## config.mk

```make
export PLATFORM = sky130hd
export DESIGN_NAME = morse_key_classifier
export DESIGN_NICKNAME = d
export VERILOG_FILES = /design/src/rtl/morse_key_classifier.sv
export SDC_FILE = /design/constraint.sdc
export NUM_CORES = 1
export LEC_CHECK = 0
export ABC_AREA = 0
export BUFFER_PORTS_ARGS = -buffer_cell sky130_fd_sc_hd__buf_2
export CAP_MARGIN = 20
export CORE_ASPECT_RATIO = 1.75
export CORE_MARGIN = 2
export CORE_UTILIZATION = 60
export CTS_CLUSTER_SIZE = 14
export DETAILED_ROUTE_END_ITERATION = 6
export PLACE_DENSITY_LB_ADDON = 0.08
export SKIP_LAST_GASP = 1
export SLEW_MARGIN = 15
export SYNTH_ARGS = -nofsm -noshare
export SYNTH_HDL_FRONTEND = slang
export SYNTH_SLANG_ARGS = --single-unit
```

## constraint.sdc

```tcl
create_clock -name clk -period 2.7 [get_ports clk]
set_clock_uncertainty 0.05 [all_clocks]
set_input_delay 0 -clock clk [delete_from_list [all_inputs] [get_ports clk]]
set_output_delay 0 -clock clk [all_outputs]
set_load 0.01 [all_outputs]
```

## src/rtl/morse_key_classifier.sv

```systemverilog
`default_nettype none
// +--------------------------------------------------------------------------+
// | morse_key_classifier                                                     |
// | Synchronises and debounces a raw Morse key, then classifies each press   |
// | as dot/dash and reports letter boundaries from the release length.       |
// | Revision: 1.0                                                            |
// +--------------------------------------------------------------------------+
module morse_key_classifier #(
  parameter int DEB_CYCLES = 4,
  parameter int DASH_MIN   = 20,
  parameter int GAP_CYCLES = 40,
  parameter int CNT_W      = 16
) (
  input  logic       clk,
  input  logic       reset,
  input  logic       key_in,
  output logic       shift,
  output logic       SI,
  output logic [2:0] sym_count,
  output logic       letter_done,
  output logic       overflow
);

  localparam int               DEB_W      = $clog2(DEB_CYCLES + 1);
  localparam logic [DEB_W-1:0] DEB_LAST   = DEB_W'(DEB_CYCLES - 1);
  localparam logic [CNT_W-1:0] CNT_MAX    = '1;
  localparam logic [CNT_W-1:0] DASH_MIN_C = CNT_W'(DASH_MIN);
  localparam logic [CNT_W-1:0] GAP_LAST   = CNT_W'(GAP_CYCLES - 1);
  localparam logic [2:0]       MAX_SYM    = 3'd5;

  typedef enum logic [1:0] {
    S_IDLE  = 2'd0,
    S_PRESS = 2'd1,
    S_GAP   = 2'd2
  } state_t;

  function automatic logic [CNT_W-1:0] sat_inc(input logic [CNT_W-1:0] v);
    return (v == CNT_MAX) ? v : v + 1'b1;
  endfunction

  // Synchroniser
  logic sync1_q;
  logic key_s_q;

  always_ff @(posedge clk or posedge reset) begin
    if (reset) begin
      sync1_q <= 1'b0;
      key_s_q <= 1'b0;
    end else begin
      sync1_q <= key_in;
      key_s_q <= sync1_q;
    end
  end

  // Debouncer: the level flips on the DEB_CYCLES-th consecutive differing sample
  logic             key_db_q,  key_db_d;
  logic [DEB_W-1:0] deb_cnt_q, deb_cnt_d;

  always_comb begin
    key_db_d  = key_db_q;
    deb_cnt_d = '0;
    if (key_s_q != key_db_q) begin
      if (deb_cnt_q == DEB_LAST) begin
        key_db_d = key_s_q;
      end else begin
        deb_cnt_d = deb_cnt_q + 1'b1;
      end
    end
  end

  always_ff @(posedge clk or posedge reset) begin
    if (reset) begin
      key_db_q  <= 1'b0;
      deb_cnt_q <= '0;
    end else begin
      key_db_q  <= key_db_d;
      deb_cnt_q <= deb_cnt_d;
    end
  end

  // Press/gap classifier
  state_t           state_q, state_d;
  logic [CNT_W-1:0] len_q,   len_d;
  logic [CNT_W-1:0] gap_q,   gap_d;
  logic             shift_q, shift_d;
  logic             si_q,    si_d;
  logic             done_q,  done_d;
  logic [2:0]       cnt_q,   cnt_d;
  logic             ovf_q,   ovf_d;

  always_comb begin
    state_d = state_q;
    len_d   = len_q;
    gap_d   = gap_q;
    shift_d = 1'b0;
    si_d    = si_q;
    done_d  = 1'b0;
    cnt_d   = cnt_q;
    ovf_d   = ovf_q;

    // Count and overflow stay visible for the letter_done cycle, then clear
    if (done_q) begin
      cnt_d = '0;
      ovf_d = 1'b0;
    end

    case (state_q)
      S_IDLE: begin
        if (key_db_q) begin
          state_d = S_PRESS;
          len_d   = {{(CNT_W-1){1'b0}}, 1'b1};
        end
      end
      S_PRESS: begin
        if (key_db_q) begin
          len_d = sat_inc(len_q);
        end else begin
          if (cnt_q < MAX_SYM) begin
            shift_d = 1'b1;
            si_d    = (len_q >= DASH_MIN_C);
            cnt_d   = cnt_q + 3'd1;
          end else begin
            ovf_d = 1'b1;
          end
          state_d = S_GAP;
          gap_d   = {{(CNT_W-1){1'b0}}, 1'b1};
        end
      end
      S_GAP: begin
        if (key_db_q) begin
          state_d = S_PRESS;
          len_d   = {{(CNT_W-1){1'b0}}, 1'b1};
        end else if (gap_q >= GAP_LAST) begin
          done_d  = 1'b1;
          si_d    = 1'b0;
          state_d = S_IDLE;
        end else begin
          gap_d = sat_inc(gap_q);
        end
      end
      default: begin
        state_d = S_IDLE;
      end
    endcase
  end

  always_ff @(posedge clk or posedge reset) begin
    if (reset) begin
      state_q <= S_IDLE;
      len_q   <= '0;
      gap_q   <= '0;
      shift_q <= 1'b0;
      si_q    <= 1'b0;
      done_q  <= 1'b0;
      cnt_q   <= '0;
      ovf_q   <= 1'b0;
    end else begin
      state_q <= state_d;
      len_q   <= len_d;
      gap_q   <= gap_d;
      shift_q <= shift_d;
      si_q    <= si_d;
      done_q  <= done_d;
      cnt_q   <= cnt_d;
      ovf_q   <= ovf_d;
    end
  end

  assign shift       = shift_q;
  assign SI          = si_q;
  assign sym_count   = cnt_q;
  assign letter_done = done_q;
  assign overflow    = ovf_q;

endmodule
`default_nettype wire

```

==> results of run 1 <==
[metal layers]
layer / wire length, µm / vias up / track usage [%] / share of wire (%)
met5: 0 / - / 0 / 0
met4: 85 / 0 / 9.09 / 1.8
met3: 129 / 10 / 5.00 / 2.7
met2: 2650 / 40 / 43.2 / 56
met1: 1870 / 884 / 27.8 / 40
li1: - / 824 / - / -
[final cells by class]
cell class	instances	area [µm²]	share of cell area (%)
Clock buffer	5	68.8	2.72
Clock inverter	3	46.3	1.83
Inverter	9	33.8	1.33
Multi-Input combinational cell	150	1070	42.2
Sequential cell	47	1180	46.4
Tap cell	48	60.1	2.37
Timing Repair Buffer	13	80.1	3.16
[worst register-to-register path, stage by stage, from the launching register on]
cell,delay [ns]
dfrtp_1,0.45
ha_1,0.24
nand4_1,0.18
nor3_2,0.72
or4_1,0.24
a21oi_1,0.07
[power breakdown]
group	total [mW]	switching, mW	internal [mW]
clock network	0.528	0.249	0.279
logic	0.531	0.309	0.222
registers	0.977	0.159	0.818
[cell usage in the layout (no fill, tap or decap), drive strengths merged, types with 2 or more instances in the layout]
cell type,instances
dfrtp,47
nand2,14
a21oi,12
o21ai,11
nand3,11
buf,11
and2,10
inv,9
o31ai,7
or4,7
nand4,7
or3,6
nor3,6
nor4,6
mux2i,5
nor2,5
ha,5
clkbuf,5
and3,4
nor2b,3
nor3b,3
nand2b,3
and4,3
a22o,2
nand3b,2
dlygate4sd3,2
mux2,2
o311ai,2
[path summary, 6_finish.rpt]
| path | slack [ns] | to | from | cells after the start |
|---|---|---|---|---|
| min in group clk | 0.28 | sync1_q | key_in | 2 |
| min reg2reg | 0.31 | key_s_q | sync1_q | 0 |
| max reg2reg | 0.59 | len_q[13] | len_q[0] | 5 |
| max | 0.59 | len_q[13] | len_q[0] | 5 |
| min | 0.17 | deb_cnt_q[2] | reset | 3 |
| max in group asynchronous | 1.67 | gap_q[1] | reset | 4 |
[registers in the layout, summed over array words and instances (netlist names)]
name / count
deb_cnt_q: 3
key_db_q: 1
sym_count: 3
SI: 1
sync1_q: 1
gap_q: 16
shift: 1
overflow: 1
len_q: 16
key_s_q: 1
letter_done: 1
state_q: 2
[repair_timing]
item                                   4_1_cts  5_1_grt
endpoints found under the hold margin       16        0
hold buffers                                 2        0
setup buffers                                0        0
[kinds of logic (layout without fill, tap and decap cells)]
group	after synthesis	count (layout)	synth area share (%)
DFF	47	47	50.6
adders and majority gates	5	5	2.69
xor gates and xnor gates	1	1	0.377
buffers and inverters	16	30	3.50
and+or+nand+nor	92	92	25.8
AOI/OAI and AO/OA	45	45	13.9
muxes	7	7	3.12
==> summary.md, run 1 <==
| Metric | Value |
|---|---|
| Synth cell count leaders | `dfrtp_1 (47), nand2_1 (14), a21oi_1 (12)` |
| Die area | `4410 µm²` |
| CP Data Required Time | `2.79 ns` |
| Core Region | `3790 µm²` |
| GRT Residual Overflow | `0` |
| Worst setup SP type | `flip-flop` |
| CTS Buffer Depth | `2` |
| WL per Instance | `17.2 µm` |
| Antenna Cells | `0` |
| Ports | `10` |
| Detailed Route WL | `4740 µm` |
| Final period util | `78.0%` |
| Setup CP Type | `flip-flop to flip-flop` |
| Most area-consuming cells after synthesis | `dfrtp_1 (51%), and2_1 (2.7%), ha_1 (2.7%)` |
| Cell Area, Placed | `2400 µm²` |
| Number of fill cells in the layout | `303` |
| DRT iter0 DRCs | `57` |
| Largest net degree at the start of global routing | `33` |
| Hold Crit Class | `input port to asynchronous set/reset pin` |
| Worst hold slack | `0.172 ns` |
| Post-synth EDFFs | `0` |
| Root buffer cell | `clkbuf_8` |
| Setup crit end kind | `flip-flop` |
| Placed insts | `265` |
| RSZ-0062 raised after global routing | `false` |
| Synth warn | `0` |
| Delay-heaviest family, CP | `simple AND/OR/NAND/NOR gates` |
| Initial antenna violation count | `0` |
| Max stage delay on crit path | `0.72 ns` |
| Final worst slack | `0.595 ns` |
| 1st-pass router iterations | `4` |
| First-pass GRT wire length | `8190 µm` |
| Die width | `51.1 µm` |
| Final setup violation count | `0` |
| Yosys reg bits | `47` |
| Final slew viol count | `0` |
| Initial core utilization | `61.4%` |
| Post_cts resized | `0` |
| Vias in the first global route | `1767` |
| Leak | `1.11 nW` |
| Post-route DRC | `0` |
| Slowest CP cell | `nor3_2` |
| Worst-path clk slew | `0.10 ns` |
| Worst path cell trace | `ha_1 -> nand4_1 -> nor3_2 -> or4_1 -> a21oi_1` |
| Tot GR Track Use | `24.2%` |
| Die height | `86.4 µm` |
| Buf+Inv Stages, Crit Path | `0` |
| Seq/Total Area, Yosys | `50.6%` |
| DR vias/cell | `6.39` |
| Crit path DAT | `2.20 ns` |
| Primary FF master, synth | `dfrtp_1` |
| Synth top area share | `50.6%` |
| NumNets Final | `234` |
| # Max-Cap Violations | `0` |
| Layout area overhead | `8.93%` |
| Power per cell area | `803 nW/µm²` |
| Post-route cell area | `2530 µm²` |
| Layout cells sized above 1 | `14.5%` |
| Gp weighted congestion | `0.830` |
| Most common cell in the synthesized netlist | `dfrtp_1` |
| Pwr Total | `2.04 mW` |
| Synth Cell Area | `2330 µm²` |
| Total CTS buffers | `5` |
| Max VDD drop | `0.664 mV` |
| Achievable frequency | `0.475 GHz` |
| Ys async rst share | `100%` |
| DR vias | `1758` |
| FP Rows | `30` |
| Worst Max-Slew Pin Slew | `0.942 ns` |
| Mapped Nets | `221` |
| Dpl hpwl | `3300 µm` |
| CTS tree | `done` |
| # clock sinks | `47` |
| Mapped Cells | `213` |
| Setup_tns | `0 ns` |
| Worst-path maximum fanout | `16` |
| Post-place setup slack | `0.654 ns` |
| Outcome | `complete, no violations` |
| Core Util, Final | `66.8%` |
| H-tree Lvls | `2` |
| Minimum clock period | `2.11 ns` |
| PortBufs | `9` |
| Mean post-synth cell area | `10.9 µm²` |
| Unique masters post-synth | `55` |
| Hold Fails Final Rpt | `0` |
| Post-Layout Cell Count | `275` |
| Clock Latency Late Sink | `0.30 ns` |
| ANT nets after route | `0` |
| Slew HR | `37.0%` |
| Top cell type by total area after synthesis | `dfrtp_1` |
Note: power is estimated with default switching activity, not from simulation.
==> run 2: changes to the inputs <==
--- a/config.mk
+++ b/config.mk
@@ -5,12 +5,12 @@
 export SDC_FILE = /design/constraint.sdc
 export NUM_CORES = 1
 export LEC_CHECK = 0
-export ABC_AREA = 0
+export ABC_AREA = 1
 export BUFFER_PORTS_ARGS = -buffer_cell sky130_fd_sc_hd__buf_2
 export CAP_MARGIN = 20
 export CORE_ASPECT_RATIO = 1.75
 export CORE_MARGIN = 2
-export CORE_UTILIZATION = 60
+export CORE_UTILIZATION = 61
 export CTS_CLUSTER_SIZE = 14
 export DETAILED_ROUTE_END_ITERATION = 6
 export PLACE_DENSITY_LB_ADDON = 0.08
==> constraint.sdc (replaced) <==
create_clock -name clk -period 2.03 [get_ports clk]
set_clock_uncertainty 0.05 [all_clocks]
set_input_delay 0 -clock clk [delete_from_list [all_inputs] [get_ports clk]]
set_output_delay 0 -clock clk [all_outputs]
set_load 0.01 [all_outputs]
==> run 2 against run 1 <==
Compared with the run above:
- final cell count grew 42%
- sequential share of layout area shrank 3.6 points
- sequential power grew 26%
- core utilization grew 3.5 points
- register-to-register slack lost 0.39 ns
- cell area grew 8.3%
- routed wire length grew 8.5%
- total power grew 31%
- highest routed layer unchanged
==> summary.md, run 2 <==
| Metric | Value |
|---|---|
| Outcome | `complete, no violations` |
| Initial core utilization | `64.5%` |
| Synth cell count leaders | `nand2_1 (91), dfrtp_1 (47), nor2_1 (44)` |
| Max stage delay on crit path | `0.47 ns` |
| H-tree Lvls | `2` |
| Reg-to-reg startpoint | `len_q[0]` |
| Slowest CP cell | `dfrtp_1` |
| Dpl hpwl | `3820 µm` |
| Tot GR Track Use | `25.8%` |
| Vias in the first global route | `2056` |
| Mux cell area share after synthesis | `0.448%` |
| Worst-path maximum fanout | `16` |
| RSZ-0062 raised after global routing | `false` |
| Die height | `89.0 µm` |
| Synth warn | `0` |
| Ys async rst share | `100%` |
| CP Data Required Time | `2.17 ns` |
| Post_cts resized | `0` |
| PortBufs | `9` |
| Mapped Cells | `322` |
| CTS tree | `done` |
| Seq/Total Area, Yosys | `46.7%` |
| Worst setup SP type | `flip-flop` |
| Top cell type by total area after synthesis | `dfrtp_1` |
| Slew HR | `49.4%` |
| Post-synthesis compound-gate area fraction | `5.17%` |
| WL per Instance | `13.2 µm` |
| ANT nets after route | `0` |
| Most area-consuming cells after synthesis | `dfrtp_1 (47%), nand2_1 (14%), nand3_1 (7.0%)` |
| FP Rows | `30` |
| Clock Latency Late Sink | `0.30 ns` |
| Antenna Cells | `0` |
| Minimum clock period | `1.83 ns` |
| Die area | `4670 µm²` |
| R2R Path End | `len_q[9]` |
| Most common cell after layout, fill and taps aside | `nand2_1` |
| Setup_tns | `0 ns` |
| Final slew viol count | `0` |
| Post-Synth XOR/XNOR Area | `2.09%` |
| Number of fill cells in the layout | `350` |
| DR vias | `2050` |
| # Max-Cap Violations | `0` |
| Synth Cell Area | `2520 µm²` |
| Die width | `52.6 µm` |
| Post-route DRC | `0` |
| GRT Residual Overflow | `0` |
| Reg2reg path depth | `9` |
| Crit path DAT | `1.97 ns` |
| Total CTS buffers | `5` |
| Hold Crit Start | `key_in` |
| Final worst slack | `0.204 ns` |
| DR vias/cell | `5.26` |
| Initial antenna violation count | `0` |
| Post-synth EDFFs | `0` |
| Layout area overhead | `9.05%` |
| Gp weighted congestion | `0.799` |
| Final period util | `90.0%` |
| Root buffer cell | `clkbuf_8` |
| Simple logic cell fraction of the synthesized area | `34.6%` |
| Mapped Nets | `330` |
| First-pass GRT wire length | `8780 µm` |
| Worst path cell trace | `ha_1 -> nand2_2 -> nor2_4 -> nand3_2 -> nor2_4 -> nand2_2 -> nand2_4 -> buf_12 -> o21ai_0` |
| Worst R2R Setup Slack | `0.20 ns` |
| Synth top area share | `46.7%` |
| Worst Max-Slew Pin Slew | `0.757 ns` |
| Post-CTS setup buffer count | `0` |
| Top flop regs | `gap_q (16), len_q (16)` |
| CTS Buffer Depth | `2` |
| Commonest cells after routing, fill and taps aside | `nand2_1 (91), dfrtp_1 (47), nor2_1 (44)` |
| Leak | `1.39 nW` |
| Layout cells sized above 1 | `12.6%` |
| Achievable frequency | `0.548 GHz` |
| Hold depth | `2` |
| Combinational family with the most area after synthesis | `simple AND/OR/NAND/NOR gates` |
| 1st-pass router iterations | `4` |
| Detailed Route WL | `5140 µm` |
| Post-Synth Adder-Cell Area | `2.49%` |
| Yosys reg bits | `47` |
| Ports | `10` |
| Worst-path clk slew | `0.09 ns` |
| Unique masters post-synth | `30` |
| DRT iter0 DRCs | `67` |
| Setup crit end kind | `flip-flop` |
| Post-place setup slack | `0.229 ns` |
| Setup CP Type | `flip-flop to flip-flop` |
| Worst Hold End | `sync1_q` |
| Hold Fails Final Rpt | `0` |
| Largest net degree at the start of global routing | `38` |
| Max VDD drop | `0.719 mV` |
| NumNets Final | `349` |
| Most common cell in the synthesized netlist | `nand2_1` |
| Hold Crit Class | `input port to flip-flop` |
| Final setup violation count | `0` |
| Primary FF master, synth | `dfrtp_1` |
| Mean post-synth cell area | `7.81 µm²` |
| Power per cell area | `974 nW/µm²` |
| # clock sinks | `47` |
| Core Region | `3900 µm²` |
## run 2: worst max-delay path, delay by kind of cell (launching register included)
family	cells	cell delay, ns
buffers and inverters	1	0.16
adder cells (fa/ha/maj)	1	0.24
flip-flops	1	0.47
AND/OR/NAND/NOR	6	0.70
AO/OA/AOI/OAI	1	0.08
## run 2: worst max path at each step
stage / from / end / slack (ns) / cells after the start
3_3_place_gp: len_q[0] / len_q[4] / 0.30 / 10
2_1_floorplan: len_q[0] / len_q[12] / 0.49 / 10
4_1_cts: len_q[0] / len_q[9] / 0.21 / 9
5_1_grt: len_q[0] / len_q[7] / 0.05 / 10
6_report: len_q[0] / len_q[9] / 0.20 / 9
3_5_place_dp: len_q[0] / len_q[9] / 0.23 / 9
## run 2: cells by family after synthesis
logic type	count (synthesis)
mux	1
fa+ha+maj	5
simple gates	195
xor+xnor	6
buf+inv	49
flops	47
compound gates	19
## run 2: stage by stage
| stage | std cells | power (mW) | instance area (µm²) | utilization (%) | hold WS [ns] |
|---|---|---|---|---|---|
| after floorplan | 322 | 1.91 | 2520 | - | -0.0186 |
| after global placement | 380 | 2.08 | 2630 | 67.4 | 0.0581 |
| after detailed placement | 380 | 2.11 | 2630 | 67.4 | 0.0601 |
| after CTS | 390 | 2.69 | 2740 | 70.3 | 0.269 |
| after global routing | 390 | 2.87 | 2740 | 70.3 | 0.302 |
| final | 390 | 2.67 | 2740 | 70.3 | 0.306 |
## run 2: repair_timing
item,in CTS,in global routing
endpoints found under the hold margin,36,0
hold buffers,2,0
setup endpoints to repair,0,0
## run 2: cell type report
type	instances	area [µm²]	share of cell area, %
clock inverters	3	25.0	0.912
inverters	44	165	6.02
flip-flops and latches	47	1180	42.9
clock buffers	5	68.8	2.51
repair buffers	17	123	4.47
multi-input cells	226	1130	41.0
well taps	48	60.1	2.19
## run 2: routing by layer
metal	share of wire, %	track usage, %	vias to the layer above
li1	-	-	1043
met1	39	26.7	952
met3	2.5	3.68	13
met2	55	48.5	42
met5	0	0	-
met4	3.0	13.3	0
## run 2: where the power goes
group | leakage, nW | internal, mW | switching [mW]
clock network | 0.0443 | 0.246 | 0.333
registers | 0.632 | 1.07 | 0.155
logic | 0.713 | 0.319 | 0.548
total | 1.39 | 1.64 | 1.04
